===== src/rtl/aes_stream_packer.sv =====
// Streams an accepted 128-bit key/plaintext pair into a word FIFO as 16 byte-pair
// words, MSB first. The last word carries FLAG in its upper half.
module aes_stream_packer #(
    parameter int          DATA_WIDTH = 32,
    parameter logic [15:0] FLAG       = 16'h1111,
    parameter int          CNT_WIDTH  = 16
) (
    input  logic                  clock,
    input  logic                  reset_n,
    input  logic                  req_valid,
    output logic                  req_ready,
    input  logic [127:0]          req_key,
    input  logic [127:0]          req_data,
    input  logic                  data_full,
    output logic                  data_wr,
    output logic [DATA_WIDTH-1:0] data_dout,
    output logic                  busy,
    output logic                  done,
    output logic [CNT_WIDTH-1:0]  blk_count
);

    typedef enum logic [1:0] {
        IDLE = 2'd0,
        SEND = 2'd1,
        DONE = 2'd2
    } state_t;

    state_t                state_q, state_d;
    logic [127:0]          key_q, key_d;
    logic [127:0]          pt_q, pt_d;
    logic [3:0]            idx_q, idx_d;
    logic [CNT_WIDTH-1:0]  cnt_q, cnt_d;
    logic [31:0]           word;

    always_ff @(posedge clock or negedge reset_n) begin
        if (!reset_n) begin
            state_q <= IDLE;
            key_q   <= '0;
            pt_q    <= '0;
            idx_q   <= '0;
            cnt_q   <= '0;
        end else begin
            state_q <= state_d;
            key_q   <= key_d;
            pt_q    <= pt_d;
            idx_q   <= idx_d;
            cnt_q   <= cnt_d;
        end
    end

    always_comb begin
        state_d   = state_q;
        key_d     = key_q;
        pt_d      = pt_q;
        idx_d     = idx_q;
        cnt_d     = cnt_q;
        req_ready = 1'b0;
        data_wr   = 1'b0;
        busy      = 1'b0;
        done      = 1'b0;
        word      = 32'h0;

        case (state_q)
            IDLE: begin
                req_ready = 1'b1;
                if (req_valid) begin
                    key_d   = req_key;
                    pt_d    = req_data;
                    idx_d   = 4'd0;
                    state_d = SEND;
                end
            end
            SEND: begin
                busy    = 1'b1;
                data_wr = !data_full;
                word    = {(idx_q == 4'hF) ? FLAG : 16'h0, key_q[127:120], pt_q[127:120]};
                // A stalled cycle leaves everything untouched so the same word is re-presented.
                if (!data_full) begin
                    key_d = {key_q[119:0], 8'h00};
                    pt_d  = {pt_q[119:0], 8'h00};
                    idx_d = idx_q + 4'd1;
                    if (idx_q == 4'hF) begin
                        state_d = DONE;
                    end
                end
            end
            DONE: begin
                busy    = 1'b1;
                done    = 1'b1;
                cnt_d   = cnt_q + CNT_WIDTH'(1);
                state_d = IDLE;
            end
            default: begin
                state_d = IDLE;
            end
        endcase
    end

    assign data_dout = DATA_WIDTH'(word);
    assign blk_count = cnt_q;

endmodule


===== config.mk =====
export PLATFORM = sky130hd
export DESIGN_NAME = aes_stream_packer
export DESIGN_NICKNAME = d
export VERILOG_FILES = /design/src/rtl/aes_stream_packer.sv
export SDC_FILE = /design/constraint.sdc
export NUM_CORES = 1
export LEC_CHECK = 0
export CORE_ASPECT_RATIO = 1.25
export CORE_MARGIN = 10
export CORE_UTILIZATION = 36
export CTS_CLUSTER_SIZE = 28
export DETAILED_ROUTE_END_ITERATION = 8
export GPL_TIMING_DRIVEN = 1
export MAX_ROUTING_LAYER = met4
export PLACE_DENSITY_LB_ADDON = 0.2
export SKIP_LAST_GASP = 1
export SLEW_MARGIN = 5
export SYNTH_ARGS = -nofsm -noshare
export SYNTH_HDL_FRONTEND = slang
export SYNTH_SLANG_ARGS = --single-unit

===== constraint.sdc =====
create_clock -name clock -period 1.7 [get_ports clock]
set_input_delay 0.51 -clock clock [delete_from_list [all_inputs] [get_ports clock]]
set_output_delay 0.51 -clock clock [all_outputs]
set_load 0.01 [all_outputs]

==> qor.yml <==
postSynthCellCount: 1210
cts_tree: "done"
clockBufferDepth: 3
drt-wirelength-per-cell_um: 18.7
cts-buffers-inserted: 30
critical_path_required_ns: 2.14
dieArea_um2: 43400
htreeDepth: 1
leakage_uw: 0.00919
antenna_left: 0
synthSimpleGateAreaFrac: 0.0946
cp_data_arrival_time_ns: 2.70
finalHoldViolCount: 0
power.total_uw: 36000
synth_area_per_cell_um2: 10.5
route.detailed.drc: 0
clock_sinks: 278
r2r_setup_slack_ns: -0.56
clkTransAtPathRegs_ns: 0.06
hp-class: "input port to asynchronous set/reset pin"
regToRegStartpoint: "state_q[1]"
postLayoutCoreUtil: 0.557
synth-seq-cells: 278
cts_root_buf: "clkbuf_16"
outcome: "complete, but fails checks"
drv_slew: 0
finalClockSkew_ns: 0.00941
crit_type: "flip-flop to flip-flop"
nets: 1867
clkLatencyLatePin_ns: 0.56
ios: 312
setup_ws_ns: -0.559
overflow: 0
drive_above_1_share: 0.202
crit_path_end_kind: "flip-flop"
cap_violations: 0
synth-compound-area-share: 0.110
yosys_warnings: 0
crit_start: "state_q[1]"
synth_common_cells: "dfrtp_1, nand2_1, o21ai_0"
port_buffers: 299
ir_drop_mv: 0.863
start_util: 0.362
yosysSeqAreaShare: 0.546
grt_pass1_wl_mm: 60.5
violations: "setup timing"
grt_max_degree: 66
yosys.area.top_type_share: 0.546
grt_usage: 0.177
startpoint_type: "flip-flop"
yosysMostFrequentCell: "dfrtp_1"
dp_hpwl_mm: 26.3
rows: 77
routed_wirelength_mm: 39.3
vias: 10100
syn2layout_area_growth_pct: 53.8
die_w_um: 188
period_minus_slack_ns: 2.26
synth_top_family_by_area: "multiplexers"
synth_fa_ha_area_frac: 0.00589
synth_cell_types: 32
cp_max_fo: 57
yosys-top-cells-area: "dfrtp_1, mux2i_1, o21ai_0, nand2_1, buf_2"
synthesis.area_um2: 12700
powerDensity_nw_per_um2: 1840
antenna_found_initial: 0
viasPerCell: 4.79
whs_ns: 0.397
yosysTopAreaCell: "dfrtp_1"
clock.fmax_mhz: 443
n_fill_cell: 3039
rsz0062_at_grt: "yes"
die_h_um: 230
min_period_over_period: 1.33
r2r-end: "key_q[6]"
synthXorXnorAreaFrac: 0.0110
first_pass_iters: 6
reg2reg_depth: 11
core_um2: 35200
setup_viol: 297
synthMuxAreaShare: 0.191
drtIter0Drc: 492
antenna_cells: 0
synth_ff_type: "dfrtp_1"
synth_edf_count: 0
grt_pass1_vias: 10700
finalWeightedCongestion: 0.788
synth-async-reset-ratio: 1.00
[cells by family (layout without fill, tap and decap cells)]
group,count (synthesis),after routing
AO/OA/AOI/OAI,264,264
flip-flops,278,278
AND/OR/NAND/NOR,295,295
multiplexers,243,243
other,1,12
buffers and inverters,107,511
XOR/XNOR,16,16
adder cells (fa/ha/maj),6,6
[routing by layer]
| metal | wire length (um) | up-vias | track usage |
|---|---|---|---|
| li1 | - | 4938 | - |
| met2 | 19700 | 256 | 0.297 |
| met5 | 0 | - | - |
| met1 | 17000 | 4823 | 0.217 |
| met4 | 614 | 0 | 0.0408 |
| met3 | 1980 | 41 | 0.0342 |
[worst max-delay path by stage]
stage	to	slack, ns	cells after the start
final	key_q[6]	-0.56	11
after detailed placement	data_wr	-0.39	3
after global routing	key_q[110]	-0.62	13
after global placement	data_wr	-0.42	3
after floorplan	key_q[51]	-0.02	7
after CTS	data_dout[2]	-0.56	5
[stage by stage]
step | TNS [ns] | std cells | setup WS (ns) | area [um^2]
after floorplan | -1.36 | 1221 | -0.0164 | 12900
after global placement | -76.42 | 1962 | -0.423 | 16800
after detailed placement | -77.38 | 1962 | -0.394 | 16800
after CTS | -127.27 | 2078 | -0.556 | 18900
after global routing | -145.97 | 2099 | -0.619 | 19600
final | -124.01 | 2099 | -0.559 | 19600
[registers in the layout, indices dropped and copies added (netlist names)]
name,flops
state_q,2
blk_count,16
pt_q,128
idx_q,4
key_q,128
[power by group]
part | leakage [uW] | internal (uW) | total, uW | switching (uW)
Sequential | 0.00353 | 9570 | 11200 | 1670
Combinational | 0.00512 | 9700 | 17700 | 7980
Clock | 0.000542 | 4350 | 7100 | 2750
[cell usage in the layout (no fill, tap or decap), types with 16 or more instances in the layout]
| master | instances |
|---|---|
| buf_4 | 57 |
| nand2_1 | 218 |
| buf_2 | 28 |
| buf_16 | 19 |
| clkdlybuf4s50_1 | 258 |
| clkbuf_16 | 45 |
| buf_6 | 18 |
| mux2i_1 | 240 |
| o21ai_1 | 52 |
| o21ai_0 | 156 |
| dfrtp_1 | 276 |
| nand2_2 | 23 |
| a22o_1 | 16 |
| o21ai_2 | 34 |
| buf_12 | 38 |
[critical path, stage by stage, from the launching register on]
cell and delay [ns]:
dfrtp_1 0.36, inv_2 0.08, buf_4 0.13, buf_4 0.13, ha_4 0.16, buf_6 0.12
mux2i_4 0.18, a21o_4 0.25, buf_4 0.16, buf_12 0.13, buf_12 0.17, a22o_1 0.26
[timing repair]
action	in CTS	in global routing
gates resized for setup	208	185
setup buffers	38	9
gates cloned	21	17
hold buffers	1	0
pin swaps	3	22
hold endpoints to repair	13	0
setup endpoints to repair	307	300
[cell type report]
type | instances | area (um^2) | share of cell area
flip-flops and latches | 278 | 6960 | 0.355
multi-input cells | 836 | 5630 | 0.288
repair buffers | 449 | 5300 | 0.270
clock buffers | 41 | 873 | 0.0446
well taps | 474 | 593 | 0.0303
clock inverters | 15 | 206 | 0.0105
inverters | 6 | 31.3 | 0.00160
No activity file was read; power rests on OpenSTA's default activity.
